==> src/rtl/rr_arb_pkg.sv <==
`default_nettype none
// ============================================================================
// Module      : rr_arb_pkg
// Description : Shared types and helpers for the rr_arb_mux round-robin
//               arbiter. Provides the arbiter state encoding and a clog2
//               variant that never returns zero, so that index widths stay
//               legal for every channel count.
// Revision    : 1.0 - initial release
// ============================================================================
package rr_arb_pkg;

    // ARB    : each beat is arbitrated independently.
    // LOCKED : a multi-beat packet owns the output (only reachable when
    //          RR_ARB_MUX_LOCK_EN is defined).
    typedef enum logic {
        ARB    = 1'b0,
        LOCKED = 1'b1
    } arb_state_t;

    // Index width for n items, clamped to at least one bit.
    function automatic int clog2_min1(input int n);
        int w;
        w = $clog2(n);
        return (w < 1) ? 1 : w;
    endfunction

endpackage : rr_arb_pkg
`default_nettype wire

==> src/rtl/rr_pick.sv <==
`default_nettype none
// ============================================================================
// Module      : rr_pick
// Description : Combinational rotated first-one search. Starting at index
//               ptr and wrapping modulo N_CH, the first set bit of req wins.
//               Every output has a complete default, so all input
//               combinations are defined and no storage is implied.
// Ports       : req   [N_CH] in  - request vector
//               ptr   [CW]   in  - highest-priority index this cycle
//               grant [N_CH] out - one-hot winner, zero when no request
//               idx   [CW]   out - binary index of the winner (0 if none)
//               found        out - at least one request present
// Revision    : 1.0 - initial release
// ============================================================================
module rr_pick
    import rr_arb_pkg::*;
#(
    parameter int N_CH = 4,
    parameter int CW   = clog2_min1(N_CH)
) (
    input  logic [N_CH-1:0] req,
    input  logic [CW-1:0]   ptr,
    output logic [N_CH-1:0] grant,
    output logic [CW-1:0]   idx,
    output logic            found
);

    // One extra bit so that ptr + k never overflows before the wrap test.
    logic [CW:0]   pos;
    logic [CW-1:0] pos_idx;

    always_comb begin
        grant   = '0;
        idx     = '0;
        found   = 1'b0;
        pos     = '0;
        pos_idx = '0;
        for (int k = 0; k < N_CH; k++) begin
            pos = {1'b0, ptr} + (CW+1)'(k);
            if (pos >= (CW+1)'(N_CH)) begin
                pos = pos - (CW+1)'(N_CH);
            end
            pos_idx = pos[CW-1:0];
            if (!found && req[pos_idx]) begin
                found          = 1'b1;
                grant[pos_idx] = 1'b1;
                idx            = pos_idx;
            end
        end
    end

endmodule : rr_pick
`default_nettype wire

==> src/rtl/rr_arb_mux.sv <==
`default_nettype none
// ============================================================================
// Module      : rr_arb_mux
// Description : N_CH-channel round-robin arbiter feeding a single registered
//               output beat (valid/ready on both sides). One beat per cycle
//               throughput when out_ready is held high; an accepted input
//               appears on the output one cycle later. Also registers the OR
//               of all request lines every cycle.
// Options     : RR_ARB_MUX_LOCK_EN - adds in_last[N_CH]; a channel that sends
//               a non-last beat keeps the output until its last beat.
// Ports       : clk        in   rising-edge clock
//               rst_n      in   asynchronous active-low reset
//               in_valid   in   per-channel request/valid [N_CH]
//               in_data    in   channel i at bits [i*DW +: DW]
//               in_last    in   per-channel last-beat flag (option only)
//               in_ready   out  one-hot acceptance, combinational [N_CH]
//               out_valid  out  output register holds a beat
//               out_ready  in   consumer accepts the beat
//               out_data   out  registered winning data [DW]
//               out_ch     out  registered winning channel index [CW]
//               any_req    out  registered OR of in_valid
// Revision    : 1.0 - initial release
// ============================================================================
module rr_arb_mux
    import rr_arb_pkg::*;
#(
    parameter int N_CH = 4,
    parameter int DW   = 8,
    parameter int CW   = clog2_min1(N_CH)
) (
    input  logic               clk,
    input  logic               rst_n,
    input  logic [N_CH-1:0]    in_valid,
    input  logic [N_CH*DW-1:0] in_data,
`ifdef RR_ARB_MUX_LOCK_EN
    input  logic [N_CH-1:0]    in_last,
`endif
    output logic [N_CH-1:0]    in_ready,
    output logic               out_valid,
    input  logic               out_ready,
    output logic [DW-1:0]      out_data,
    output logic [CW-1:0]      out_ch,
    output logic               any_req
);

    arb_state_t        state;
    arb_state_t        state_nxt;
    logic [CW-1:0]     ptr;
    logic [CW-1:0]     ptr_nxt;
    logic [N_CH-1:0]   pick_req;
    logic [N_CH-1:0]   grant;
    logic [CW-1:0]     idx;
    logic [CW-1:0]     idx_inc;
    logic              found;
    logic              load;
    logic              xfer;
    logic [DW-1:0]     ch_data [N_CH];

`ifdef RR_ARB_MUX_LOCK_EN
    logic [CW-1:0]     lock_ch;
    logic [CW-1:0]     lock_ch_nxt;
    logic              last_beat;
`endif

    // Split the flat data bus into per-channel words.
    generate
        for (genvar g = 0; g < N_CH; g++) begin : g_unpack
            assign ch_data[g] = in_data[g*DW +: DW];
        end
    endgenerate

    // The output register can take a new beat when it is empty or being
    // drained this cycle; this is what allows back-to-back beats.
    assign load = ~out_valid | out_ready;

    // While a packet is locked only the owning channel competes, so the
    // rotating pointer has no influence on the result.
    always_comb begin
        pick_req = in_valid;
`ifdef RR_ARB_MUX_LOCK_EN
        if (state == LOCKED) begin
            pick_req          = '0;
            pick_req[lock_ch] = in_valid[lock_ch];
        end
`endif
    end

    rr_pick #(
        .N_CH (N_CH),
        .CW   (CW)
    ) u_pick (
        .req   (pick_req),
        .ptr   (ptr),
        .grant (grant),
        .idx   (idx),
        .found (found)
    );

    // Gating with rst_n keeps in_ready low for the whole reset period even
    // though the empty output register would otherwise report load=1.
    assign in_ready = grant & {N_CH{load & rst_n}};
    assign xfer     = found & load;
    assign idx_inc  = (idx == CW'(N_CH-1)) ? '0 : idx + CW'(1);

    // ------------------------------------------------------------------
    // Control FSM: state register
    // ------------------------------------------------------------------
    always_ff @(posedge clk or negedge rst_n) begin
        if (!rst_n) begin
            state   <= ARB;
            ptr     <= '0;
`ifdef RR_ARB_MUX_LOCK_EN
            lock_ch <= '0;
`endif
        end else begin
            state   <= state_nxt;
            ptr     <= ptr_nxt;
`ifdef RR_ARB_MUX_LOCK_EN
            lock_ch <= lock_ch_nxt;
`endif
        end
    end

    // ------------------------------------------------------------------
    // Control FSM: next state and pointer update
    // ------------------------------------------------------------------
    always_comb begin
        state_nxt   = state;
        ptr_nxt     = ptr;
`ifdef RR_ARB_MUX_LOCK_EN
        lock_ch_nxt = lock_ch;
        last_beat   = in_last[idx];
`endif
        case (state)
            ARB: begin
                if (xfer) begin
`ifdef RR_ARB_MUX_LOCK_EN
                    // A single-beat packet behaves like plain arbitration;
                    // otherwise hold the pointer and lock to this channel.
                    if (last_beat) begin
                        ptr_nxt = idx_inc;
                    end else begin
                        state_nxt   = LOCKED;
                        lock_ch_nxt = idx;
                    end
`else
                    ptr_nxt = idx_inc;
`endif
                end
            end
            LOCKED: begin
`ifdef RR_ARB_MUX_LOCK_EN
                // idx equals lock_ch here, so idx_inc is lock_ch+1.
                if (xfer && last_beat) begin
                    state_nxt = ARB;
                    ptr_nxt   = idx_inc;
                end
`else
                state_nxt = ARB;
`endif
            end
            default: begin
                state_nxt = ARB;
            end
        endcase
    end

    // ------------------------------------------------------------------
    // Output register. When loading with nothing granted the beat is
    // retired but the last data word is deliberately kept.
    // ------------------------------------------------------------------
    always_ff @(posedge clk or negedge rst_n) begin
        if (!rst_n) begin
            out_valid <= 1'b0;
            out_data  <= '0;
            out_ch    <= '0;
            any_req   <= 1'b0;
        end else begin
            any_req <= |in_valid;
            if (load) begin
                out_valid <= found;
                if (found) begin
                    out_data <= ch_data[idx];
                    out_ch   <= idx;
                end
            end
        end
    end

endmodule : rr_arb_mux
`default_nettype wire

==> config.mk <==
export PLATFORM = sky130hd
export DESIGN_NAME = rr_arb_mux
export DESIGN_NICKNAME = d
export VERILOG_FILES = /design/src/rtl/rr_arb_pkg.sv /design/src/rtl/rr_pick.sv /design/src/rtl/rr_arb_mux.sv
export SDC_FILE = /design/constraint.sdc
export NUM_CORES = 1
export LEC_CHECK = 0
export CELL_PAD_IN_SITES_DETAIL_PLACEMENT = 1
export CELL_PAD_IN_SITES_GLOBAL_PLACEMENT = 1
export CORE_ASPECT_RATIO = 0.7
export CORE_MARGIN = 8
export CORE_UTILIZATION = 28
export CTS_CLUSTER_SIZE = 28
export DETAILED_ROUTE_END_ITERATION = 8
export GPL_TIMING_DRIVEN = 0
export PLACE_DENSITY = 0.8
export SLEW_MARGIN = 20
export SYNTH_ARGS = -nofsm -noshare
export SYNTH_HDL_FRONTEND = slang
export SYNTH_HIERARCHICAL = 1
export SYNTH_SLANG_ARGS = --single-unit
==> constraint.sdc <==
create_clock -name clk -period 3.3 [get_ports clk]
set_clock_uncertainty 0.2 [all_clocks]
set_input_delay 0.66 -clock clk [delete_from_list [all_inputs] [get_ports clk]]
set_output_delay 0.66 -clock clk [all_outputs]
set_load 0.03 [all_outputs]
### Word level (Yosys, flattened, before mapping)

Index checks and enable logic that the tools add are counted.

* register bits after elaboration: 14
* logic and storage cells: 84

* $add $sub $neg: 8
* magnitude comparators: 13
* equality and inequality tests: 1
* mux-type cells: 36
* bitwise logic cells: 9
* reduce and logical (&&, ||, !) cells: 12

Operators by type and width (number)
* 2-to-1 mux 2 bit: 9
* binary-select mux 8 bit (select 2 bit): 1
* 2-to-1 mux 4 bit: 4
* 2-to-1 mux 8 bit: 2
* >= comparator 3 bit (second input constant): 4
* < comparator 2 x 3 -> 1 bit (second input constant): 4
* 2-to-1 mux 1 bit: 12
* bitwise OR 4 bit: 3
* binary-select mux 1 bit (select 2 bit): 4
* demux 1 bit (select 2 bit): 4
* >= comparator 2 x 1 -> 1 bit (second input constant): 4
* subtractor 2 x 1 -> 2 bit (second input constant): 4
* logical AND 1 bit: 7
* adder 2 x 2 -> 3 bit (second input constant): 2
* bitwise AND 4 bit: 1
* OR reduction 4 bit: 1
* adder 2 x 1 -> 3 bit (second input constant): 1
* >= comparator 2 x 3 -> 1 bit (second input constant): 1
* logical NOT 1 bit: 3
* NOT 2 -> 3 bit: 1
* adder 2 x 1 -> 2 bit (second input constant): 1
* bitwise AND 1 bit: 2
* == test 2 bit (second input constant): 1
* AND reduction 2 bit: 1
* 2 further kinds: 2

### Longest topological paths before layout

* depth after elaboration: 18
* depth in mapped cells: 11
* depth with buffers taken out: 9

### By module

The synthesis kept the hierarchy.

By module, submodules not included
* rr_arb_mux: instances 1, cells an instance 47, area each 750.7 um^2
* rr_pick: instances 1, cells an instance 45, area each 421.7 um^2

### Worst setup path after synthesis

No wires, ideal clock.

* kind: register to register
* from: reg ptr[0]
* to: reg out_data[0]
* data arrival time: 2764 ps
* data required time: 2975 ps
* slack: 211 ps
* stages on the path, launching flop included: 12
* buffers on the path: 3
* clock period less this slack: 3089 ps
* cell sequence: dfrtp_1 -> buf_6 -> inv_1 -> ha_1 -> mux4_2 -> buf_6 -> nor4b_4 -> nor2_1 -> a32o_1 -> buf_1 -> mux4_2 -> mux2_2

* longest elaborated chain between the ends: 18
* elaborated cells on any way between the ends: 42
* classes of those cells: 7 x add/sub; 4 x order compare; 23 x mux; 1 x bitwise; 7 x reduce/logical

Ends and longest elaborated chain
* start: declaration: line rr_arb_mux.sv:48 `logic [CW-1:0] ptr;`
* start signal: assignment: line rr_arb_mux.sv:117 `ptr <= ptr_nxt;`
* parallel branches: the longest is 13 deep, another holds adder 2 x 1 -> 3 bit
* 2-to-1 mux 2 bit *: line rr_pick.sv:44 `if (!found && req[pos_idx]) begin`
* named net idx[1]: line rr_arb_mux.sv:52 `logic [CW-1:0] idx;`
* NOT 2 -> 3 bit (implied by the code) *: line rr_arb_mux.sv:183 `out_data <= ch_data[idx];`
* binary-select mux 8 bit (select 2 bit) *: line rr_arb_mux.sv:183
* 2-to-1 mux 8 bit (implied by the code) * (2 in series): line rr_arb_mux.sv:183
* end signal: assignment: line rr_arb_mux.sv:183
* end: declaration: line rr_arb_mux.sv:41 `output logic [DW-1:0] out_data,`

Mark *: on every way through the listed nets, which the timed path passes. The select of a mux whose other input is x is not followed.
A chain may end at the register's enable or synchronous reset.

### Final worst setup path

* from: reg ptr[0]
* to: out in_ready[2]

* longest elaborated chain between the ends: 15
* elaborated cells on any way between the ends: 60
* classes of those cells: 7 x add/sub; 12 x order compare; 27 x mux; 4 x bitwise; 10 x reduce/logical

Ends and longest elaborated chain
* parallel branches: the longest is 13 deep, another holds adder 2 x 1 -> 3 bit
* 2-to-1 mux 4 bit *: line rr_pick.sv:44
* named net grant[2]: line rr_arb_mux.sv:51 `logic [N_CH-1:0] grant;`
* bitwise AND 4 bit *: line rr_arb_mux.sv:101 `assign in_ready = grant & {N_CH{load & rst_n}};`
* end: declaration: line rr_arb_mux.sv:38 `output logic [N_CH-1:0] in_ready,`

Marked as above.

==> impl_metrics.json <==
{
  "post_synth_num_cell_types": 27,
  "grt_start_max_net_pins": 19,
  "clock-sinks": 14,
  "coreArea_um2": 3970,
  "max-slew-margin-rel_pct": 53.7,
  "synth.yosys.seq_area_share_pct": 29.9,
  "slew_viol_final": 0,
  "via_count_of_the_first_global_routing_pass": 1194,
  "post_route_setup_tns_ns": 0,
  "critical_path.cell_chain": "buf_6 -> buf_6 -> buf_4 -> mux4_2 -> nor4b_4 -> a22oi_1 -> o21ai_1 -> and3_1 -> buf_6",
  "post_synth_inst_count": 92,
  "fin_crit_sh_pct": 98.5,
  "p_per_area_nw_per_um2": 1090,
  "grt_pass1_wl_mm": 6.24,
  "post_synth_instance_area_um2": 1170,
  "arrival_ns": 2.39,
  "hold-worst-slack_ns": 0.304,
  "cts_max_path_buffers": 2,
  "worstPathRequired_ns": 2.44,
  "yosys_register_bits": 14,
  "drt_first_pass_iters": 4,
  "die_w_um": 93.3,
  "grt-ovfl-total": 0,
  "synth_largest_area_cell": "dfrtp_1",
  "antenna_found_initial": 0,
  "synth_flop_cell": "dfrtp_1",
  "criticalPathCategory": "reg2out",
  "core.rowCount": 19,
  "io_buffers": 54,
  "htree_levels": 1,
  "num-fill-cells": 432,
  "routedWlPerCell_um": 18.2,
  "finalPower_mw": 2.06,
  "outcome": "complete, no violations",
  "setup_violations": 0,
  "area_growth_pct": 61.4,
  "die_height_um": 70.1,
  "drt_iter0_drc": 26,
  "synth.net_count": 137,
  "timing.critical_path.from_type": "register",
  "clock_latency_ns": 0.25,
  "diodes": 0,
  "global_route.usage.total_pct": 12.2,
  "synthTopCellsByCount": "dfrtp_1, mux2_2, mux4_2, a22oi_1, ha_1",
  "critPathCaptureType": "primary output",
  "holdCritPathClass": "reg2reg",
  "tritoncts.num_buffers": 3,
  "post_route_cells_drive_above_1_share_pct": 34.8,
  "hold_violations": 0,
  "layout.cell_area.non_filler_um2": 1890,
  "root_buffer": "clkbuf_8",
  "cts_tree": "yes",
  "fin_crit_ns": 3.25,
  "vias_per_cell": 5.10,
  "worst_path_clk_slew_ns": 0.06,
  "cts_hold_buffers": 0,
  "unrepaired_setup_endpoints_after_global_routing": "yes",
  "slowest_cell_on_crit_path": "nor4b_4",
  "cp_top_family": "simple AND/OR/NAND/NOR gates",
  "post_synthesis_mean_instance_area_um2": 12.7,
  "synth-async-reset-ratio_pct": 100,
  "worst-path-max-fanout": 5,
  "worst_path_largest_cell_delay_ns": 0.45,
  "placedInstanceArea_um2": 1780,
  "layout.nets": 204,
  "ir_worst_vdd_mv": 0.336,
  "cpMostUsedCell": "buf_6",
  "gp_routability_congestion": 0.779,
  "netlist.area_leader.share_pct": 29.9,
  "fmax_mhz": 308,
  "vias": 1071,
  "floorplan.initialDensity_pct": 29.5,
  "drc": 0,
  "critical_path.n_buffers_inverters": 4,
  "yosysWarningCount": 6,
  "fp.dieArea_um2": 6550,
  "io_pins": 55,
  "count_of_maximum_capacitance_violations": 0,
  "yosysMostFrequentCell": "dfrtp_1",
  "synth.top_cells.by_area": "dfrtp_1, mux4_2, mux2_2, ha_1, a22oi_1",
  "hpwl_mm": 3.09,
  "number_of_enable_flip_flop_cells_after_synthesis": 0,
  "timing_worst_slew_pin_value_ns": 0.693,
  "static-leakage-power_nw": 0.760,
  "drt_wl_total_mm": 3.81,
  "antenna_left": 0
}
==> layer usage <==
metal	global-route usage [%]	wire length, µm
met1	14.0	1650
met2	21.4	1990
met3	2.45	113
met4	5.34	62
met5	0	0
==> final cells by class <==
cell class / instances / area [µm²] / share of cell area [%]
inverter: 3 / 11.3 / 0.595
sequential: 14 / 352 / 18.6
buffer: 4 / 31.3 / 1.65
clock buffer: 4 / 55.1 / 2.91
multi-input combinational: 69 / 773 / 40.9
timing repair buffer: 64 / 604 / 31.9
tap: 52 / 65.1 / 3.44
==> where the power goes <==
group | switching [mW] | leakage, nW | internal [mW]
clock | 0.0600 | 0.0288 | 0.106
sequential | 0.0398 | 0.158 | 0.260
combinational | 0.755 | 0.574 | 0.835
total | 0.855 | 0.760 | 1.20
==> flip-flops by register name, summed over array words and instances, names as in the netlist <==
name,flops
out_ch,2
out_data,8
out_valid,1
any_req,1
ptr,2
==> cells by family after synthesis <==
group	after synthesis	share of synthesized area, %
muxes	27	37.9
and+or+nand+nor	19	10.8
AOI/OAI and AO/OA	17	10.1
DFF	14	29.9
buffers and inverters	9	4.91
adders and majority gates	6	6.40
==> final timing paths <==
| kind | startpoint | endpoint | slack (ns) | cells past startpoint |
|---|---|---|---|---|
| hold reg to reg | out_data[4] | out_data[4] | 0.30 | 1 |
| max in group asynchronous | rst_n | ptr[1] | 1.79 | 1 |
| setup reg to reg | ptr[0] | out_data[7] | 0.15 | 8 |
| hold / removal | out_data[4] | out_data[4] | 0.30 | 1 |
| setup / recovery | ptr[0] | in_ready[2] | 0.05 | 9 |
| min in group asynchronous | rst_n | out_data[7] | 0.63 | 1 |
==> metrics by stage <==
stage,std cells,util (%),setup WS (ns)
2_1_floorplan,92,-,0.211
3_3_place_gp,198,44.8,-0.747
3_5_place_dp,198,44.8,-0.886
4_1_cts,209,47.5,0.000935
5_1_grt,210,47.7,-0.0745
6_report,210,47.7,0.0488
==> timing repair <==
action,4_1_cts,5_1_grt
endpoints found under the setup margin,12,13
buffers inserted,8,2
gates resized for setup,51,2
pin swaps,5,3
==> placed cells by master (no fill, tap or decap), types with 2 or more instances in the layout <==
cell type        synthesis  final
buf_6                    3      7
buf_4                    0      9
mux4_2                  10     11
inv_2                    0      2
nor2_1                   4      4
ha_1                     6      5
and3_1                   4      4
dfrtp_1                 14     13
a22oi_1                  8      8
nand2b_1                 4      4
clkdlybuf4s50_1          0     46
mux2_2                  13     13
buf_2                    1      5
clkbuf_8                 0      4
o21ai_0                  5      2
o21ai_1                  0      3
mux2i_1                  2      2
Note: power is estimated with default switching activity, not from simulation.
